### config.mk
export PLATFORM = sky130hd
export DESIGN_NAME = batch_collector_flat
export DESIGN_NICKNAME = d
export VERILOG_FILES = /design/src/rtl/batch_collector_if.sv /design/src/rtl/batch_collector.sv /design/src/flat_wrapper.sv
export SDC_FILE = /design/constraint.sdc
export NUM_CORES = 2
export LEC_CHECK = 0
export CAP_MARGIN = 30
export CORE_ASPECT_RATIO = 1.25
export CORE_MARGIN = 4
export CORE_UTILIZATION = 50
export DETAILED_ROUTE_END_ITERATION = 6
export DONT_BUFFER_PORTS = 1
export GPL_ROUTABILITY_DRIVEN = 0
export GPL_TIMING_DRIVEN = 0
export PLACE_DENSITY = 0.68
export SLEW_MARGIN = 0
export SYNTH_ARGS = -nofsm -noshare
export SYNTH_HDL_FRONTEND = slang
export SYNTH_SLANG_ARGS = --single-unit
### constraint.sdc
create_clock -name clk -period 83.7 [get_ports clk]
set_input_delay 12.555 -clock clk [delete_from_list [all_inputs] [get_ports clk]]
set_output_delay 12.555 -clock clk [all_outputs]
set_load 0.02 [all_outputs]
### src/rtl/batch_collector_if.sv
// batch_collector_if: sample stream, config and batch presentation signals of the collector
interface batch_collector_if #(
  parameter int IL    = 4,
  parameter int FL    = 16,
  parameter int size  = 16,
  parameter int width = $clog2(size)
);
  logic                          in_valid;
  logic [IL+FL-1:0]              in_data;
  logic                          in_last;
  logic                          in_ready;
  logic                          flush;
  logic                          cfg_we;
  logic [IL+FL-1:0]              cfg_gamma;
  logic [IL+FL-1:0]              cfg_beta;
  logic [1:0]                    fwd_state;
  logic [size-1:0][IL+FL-1:0]    batch;
  logic [width:0]                num;
  logic [IL+FL-1:0]              gamma;
  logic [IL+FL-1:0]              beta;
  logic                          input_ready;
  logic [15:0]                   batches_sent;
  modport master (
    output in_valid, in_data, in_last, flush, cfg_we, cfg_gamma, cfg_beta, fwd_state,
    input  in_ready, batch, num, gamma, beta, input_ready, batches_sent
  );
  modport slave (
    input  in_valid, in_data, in_last, flush, cfg_we, cfg_gamma, cfg_beta, fwd_state,
    output in_ready, batch, num, gamma, beta, input_ready, batches_sent
  );
endinterface

### src/rtl/batch_collector.sv
// batch_collector: ping-pong gathering of a sample stream into batches presented to the forward stage
module batch_collector #(
  parameter int IL    = 4,
  parameter int FL    = 16,
  parameter int size  = 16,
  parameter int width = $clog2(size)
) (
  input logic              clk,
  input logic              reset,
  batch_collector_if.slave bus
);
  localparam int W = IL + FL;
  localparam logic [1:0] EMPTY   = 2'd0;
  localparam logic [1:0] FILLING = 2'd1;
  localparam logic [1:0] CLOSED  = 2'd2;
  logic [1:0]              st     [2];
  logic [size-1:0][W-1:0]  mem    [2];
  logic [width:0]          cnt    [2];
  logic [W-1:0]            g_snap [2];
  logic [W-1:0]            b_snap [2];
  logic [W-1:0]            sh_g, sh_b;
  logic                    wr_sel, rd_sel;
  logic                    wr_ok, take, close, accept, nxt_rd, pres;
  logic [width:0]          cn;
  assign bus.in_ready = wr_ok;
  // Write/close/accept decisions; a flush counts a sample taken on the same edge
  always_comb begin
    wr_ok  = st[wr_sel] != CLOSED;
    take   = bus.in_valid && wr_ok;
    cn     = cnt[wr_sel] + {{width{1'b0}}, take};
    close  = wr_ok && ((take && (bus.in_last || cn == (width+1)'(size))) || (bus.flush && cn != '0));
    accept = bus.input_ready && bus.fwd_state == 2'b00;
    nxt_rd = accept ? ~rd_sel : rd_sel;
    pres   = st[nxt_rd] == CLOSED;
  end
  // Buffer state: fill the write buffer, close it with a shadow snapshot, free the accepted one
  always_ff @(posedge clk or posedge reset)
    if (reset) begin
      for (int i = 0; i < 2; i++) begin
        st[i]     <= EMPTY;
        mem[i]    <= '0;
        cnt[i]    <= '0;
        g_snap[i] <= '0;
        b_snap[i] <= '0;
      end
      wr_sel <= 1'b0;
      rd_sel <= 1'b0;
      sh_g   <= W'(1) << FL;
      sh_b   <= '0;
    end else begin
      if (bus.cfg_we) begin
        sh_g <= bus.cfg_gamma;
        sh_b <= bus.cfg_beta;
      end
      if (take) begin
        mem[wr_sel][cnt[wr_sel][width-1:0]] <= bus.in_data;
        cnt[wr_sel]                         <= cn;
        st[wr_sel]                          <= FILLING;
      end
      if (close) begin
        st[wr_sel]     <= CLOSED;
        g_snap[wr_sel] <= sh_g;
        b_snap[wr_sel] <= sh_b;
        wr_sel         <= ~wr_sel;
      end
      if (accept) begin
        st[rd_sel]  <= EMPTY;
        mem[rd_sel] <= '0;
        cnt[rd_sel] <= '0;
        rd_sel      <= ~rd_sel;
      end
    end
  // Presentation registers track the head buffer, switching to the other one right after an accept
  always_ff @(posedge clk or posedge reset)
    if (reset) begin
      bus.input_ready  <= 1'b0;
      bus.batch        <= '0;
      bus.num          <= '0;
      bus.gamma        <= '0;
      bus.beta         <= '0;
      bus.batches_sent <= '0;
    end else begin
      bus.input_ready <= pres;
      bus.batch       <= pres ? mem[nxt_rd] : '0;
      bus.num         <= pres ? cnt[nxt_rd] : '0;
      bus.gamma       <= pres ? g_snap[nxt_rd] : '0;
      bus.beta        <= pres ? b_snap[nxt_rd] : '0;
      if (accept) bus.batches_sent <= bus.batches_sent + 16'd1;
    end
endmodule

### src/flat_wrapper.sv
// flat-port wrapper written by rule: the top's interface ports become plain ports
module batch_collector_flat 
#(
  parameter int IL    = 4,
  parameter int FL    = 16,
  parameter int size  = 16,
  parameter int width = $clog2(size)
)
  (clk, reset, bus_in_valid, bus_in_data, bus_in_last, bus_flush, bus_cfg_we, bus_cfg_gamma, bus_cfg_beta, bus_fwd_state, bus_in_ready, bus_batch, bus_num, bus_gamma, bus_beta, bus_input_ready, bus_batches_sent);
  batch_collector_if #(.IL(IL), .FL(FL), .size(size), .width(width)) bus_i ();
  input logic clk;
  input logic reset;
  input wire logic [$bits(bus_i.in_valid)-1:0] bus_in_valid;
  input wire logic [$bits(bus_i.in_data)-1:0] bus_in_data;
  input wire logic [$bits(bus_i.in_last)-1:0] bus_in_last;
  input wire logic [$bits(bus_i.flush)-1:0] bus_flush;
  input wire logic [$bits(bus_i.cfg_we)-1:0] bus_cfg_we;
  input wire logic [$bits(bus_i.cfg_gamma)-1:0] bus_cfg_gamma;
  input wire logic [$bits(bus_i.cfg_beta)-1:0] bus_cfg_beta;
  input wire logic [$bits(bus_i.fwd_state)-1:0] bus_fwd_state;
  output wire logic [$bits(bus_i.in_ready)-1:0] bus_in_ready;
  output wire logic [$bits(bus_i.batch)-1:0] bus_batch;
  output wire logic [$bits(bus_i.num)-1:0] bus_num;
  output wire logic [$bits(bus_i.gamma)-1:0] bus_gamma;
  output wire logic [$bits(bus_i.beta)-1:0] bus_beta;
  output wire logic [$bits(bus_i.input_ready)-1:0] bus_input_ready;
  output wire logic [$bits(bus_i.batches_sent)-1:0] bus_batches_sent;
  assign bus_i.in_valid = bus_in_valid;
  assign bus_i.in_data = bus_in_data;
  assign bus_i.in_last = bus_in_last;
  assign bus_i.flush = bus_flush;
  assign bus_i.cfg_we = bus_cfg_we;
  assign bus_i.cfg_gamma = bus_cfg_gamma;
  assign bus_i.cfg_beta = bus_cfg_beta;
  assign bus_i.fwd_state = bus_fwd_state;
  assign bus_in_ready = bus_i.in_ready;
  assign bus_batch = bus_i.batch;
  assign bus_num = bus_i.num;
  assign bus_gamma = bus_i.gamma;
  assign bus_beta = bus_i.beta;
  assign bus_input_ready = bus_i.input_ready;
  assign bus_batches_sent = bus_i.batches_sent;
  batch_collector #(.IL(IL), .FL(FL), .size(size), .width(width)) u_core (.clk(clk), .reset(reset), .bus(bus_i));
endmodule
==> run metrics <==
P_int 0.00110 W; kind of critical path primary input to flip-flop; Post-Synthesis Cells 4937; footprint of the multi-input gates 0.0154 mm²; post-cts resize count 0; power per cell area 32.6 mW/mm²; Yosys Warn Count 0; CTS Buf Count 111; dpl hpwl 112000 µm; Initial Utilization 0.504; Reg2Reg Setup Slack 79230 ps; Post-CTS Setup Bufs 0; initial detailed-routing violation count 4467; CTS root buf clkbuf_16; number of fillers in the final layout 7949; post-synthesis sequential area ratio 0.628; I/O Buffers 0; CTS tree yes; Max Clk Rate 0.0667 GHz; outcome complete, but fails checks; pin count of the biggest net entering global routing 134; die area 0.0972 mm²; hold_ws 485 ps; ys flop type dfrtp_1; Top Ports 451; max-slew violation count 0; Total GRT Usage 0.325; Reg clk slew, reported paths 60 ps; worst r2r src u_core.wr_sel$_DFFE_PP0N_; core area 0.0915 mm²; Synth area leaders dfrtp_1 63%, nand2_1 17%, a21oi_1 11%; clock power share 0.314; H-tree depth 3; Finish-stage setup viols 0; Arr. time, crit path 15530 ps; launch point of the worst path bus_fwd_state[1]; Die Ht 348 µm; share of layout cells above drive strength 1 0.0945; DRC viols 3; setup skew after layout 49.9 ps; DR vias 36600; Final Hold Fails 0; EDFF count, synth 0; synth unique cells 54; top-count cell post-synth nand2_1; vias per cell 5.70; Commonest cells post-synth 2066 x nand2_1, 1157 x dfrtp_1, 1016 x a21oi_1, 297 x clkbuf_1, 83 x mux2_2; Yosys top cell by area dfrtp_1; maximum vdd ir drop 0.0231 mV; clock latency on the worst-skew pair 730 ps; Critical Path End u_core.mem[596]$_DFF_PP0_; ANT nets after route 0; Final Cycle Share 0.179; cts hold-fix bufs 0; Sw Ratio 0.359; Gate power share 0.255; asr flop ratio synth 1.00; chip width 280 µm; first-pass iteration count of the detailed router 7; min cycle time layout 14990 ps; CP required 84240 ps; failing checks design-rule violations; Crit. End Element flip-flop; Mapped Area 0.0461 mm²; worst hold stages 1; Psw 0.000618 W; Worst setup SP type primary input; Final nets 5180; syn avg cell area 9.34 µm²; initial antenna violation count 21; Worst R2R Path Depth 12; first-pass GRT wire length 234000 µm; Area Overhead vs Synth 14.2%; vias in the first global route 35700; Synth top area share 0.628; total gr overflow 0; crit-path max FO 10; syn_nets 5008; synthesized flop and latch total 1158; max-capacitance violation count 0; RSZ-0062 raised after global routing false; Pleak 23.0 nW; R2R Path End u_core.g_snap[19]$_DFFE_PP0P_; class of the worst hold path flip-flop to flip-flop; Slew headroom 0.134; row cnt 124; clock sinks 1158; Setup TNS Final 0 ps; WL/cell 25.1 µm; CTS max path bufs 3; routed wire length 161000 µm; Seq pwr share 0.431; FF/Latch Area 0.0290 mm²; Worst Max-Slew Pin Slew 1300 ps
## power groups by stage
stage	clock network (W)	registers, W	logic, W
2_1_floorplan	0	0.000733	0.000293
3_3_place_gp	0	0.000750	0.000417
3_5_place_dp	0	0.000749	0.000431
4_1_cts	0.000546	0.000741	0.000433
5_1_grt	0.000570	0.000751	0.000475
6_report	0.000539	0.000741	0.000439
## routing by layer
metal / wire, µm / GRT usage
met1: 59400 / 0.412
met4: 10600 / 0.186
met2: 74900 / 0.513
met5: 128 / 0
met3: 15900 / 0.0806
## registers in the layout, summed over array words and instances, names as in the netlist
register,flops
u_core.wr_sel,1
u_core.bus.gamma,20
u_core.g_snap,40
u_core.sh_b,20
u_core.mem,640
u_core.bus.num,5
u_core.bus.batches_sent,16
u_core.sh_g,20
u_core.rd_sel,1
u_core.bus.input_ready,1
u_core.cnt,10
u_core.bus.batch,320
u_core.bus.beta,20
u_core.st,4
u_core.b_snap,40
## cell type report
| class | count | area share |
|---|---|---|
| Sequential cell | 1158 | 0.550 |
| Clock buffer | 150 | 0.0599 |
| Inverter | 7 | 0.000641 |
| Multi-Input combinational cell | 3367 | 0.293 |
| Clock inverter | 59 | 0.0157 |
| Antenna cell | 11 | 0.000522 |
| Timing Repair Buffer | 59 | 0.0194 |
| Buffer | 405 | 0.0323 |
| Tap cell | 1197 | 0.0284 |
## cell usage in the layout, fill, tap and decap left out, types with 7 or more instances in the layout
| cell | n |
|---|---|
| bufinv_16 | 14 |
| buf_6 | 9 |
| clkinv_2 | 26 |
| nor2_1 | 49 |
| buf_8 | 42 |
| clkbuf_8 | 23 |
| nand3_1 | 14 |
| clkbuf_16 | 111 |
| buf_1 | 20 |
| mux2_2 | 83 |
| clkbuf_1 | 296 |
| diode_2 | 11 |
| buf_2 | 80 |
| clkinvlp_4 | 7 |
| nand2_1 | 2066 |
| xnor2_1 | 14 |
| a21oi_1 | 1016 |
| clkbuf_2 | 17 |
| nand2b_1 | 8 |
| buf_16 | 13 |
| xor2_1 | 9 |
| dfrtp_1 | 1157 |
| mux2_4 | 37 |
## logic make-up after synthesis
| group | synth area share |
|---|---|
| XOR/XNOR | 0.00437 |
| buffers and inverters | 0.0370 |
| flip-flops | 0.628 |
| multiplexers | 0.0337 |
| AND/OR/NAND/NOR | 0.180 |
| adder cells (fa/ha/maj) | 0.000814 |
| AO/OA/AOI/OAI | 0.116 |
## worst max-delay path, stage by stage
cell	delay, ps
nor3b_2	350
buf_6	230
nor2b_1	380
clkbuf_1	820
clkbuf_1	600
clkbuf_1	490
a21oi_1	90
## per-stage QoR
step	std cells	setup WS, ps	cell area, µm²	total power [W]	utilization
after global placement	6134	26730	47600	0.00117	0.520
final	6413	68710	52700	0.00172	0.576
after detailed placement	6191	67900	48600	0.00118	0.531
after CTS	6400	68630	52600	0.00172	0.575
after global routing	6402	68470	52700	0.00180	0.575
after floorplan	4937	38530	46100	0.00103	-
## worst min path at each step
stage	start	end	slack, ps
2_1_floorplan	u_core.b_snap[29]$_DFFE_PP0P_	u_core.b_snap[29]$_DFFE_PP0P_	460
6_report	u_core.b_snap[30]$_DFFE_PP0P_	u_core.b_snap[30]$_DFFE_PP0P_	490
5_1_grt	u_core.g_snap[33]$_DFFE_PP0P_	u_core.g_snap[33]$_DFFE_PP0P_	510
4_1_cts	u_core.b_snap[30]$_DFFE_PP0P_	u_core.b_snap[30]$_DFFE_PP0P_	490
3_5_place_dp	u_core.b_snap[29]$_DFFE_PP0P_	u_core.b_snap[29]$_DFFE_PP0P_	470
3_3_place_gp	u_core.b_snap[29]$_DFFE_PP0P_	u_core.b_snap[29]$_DFFE_PP0P_	470
(Power assumes the default switching activity.)
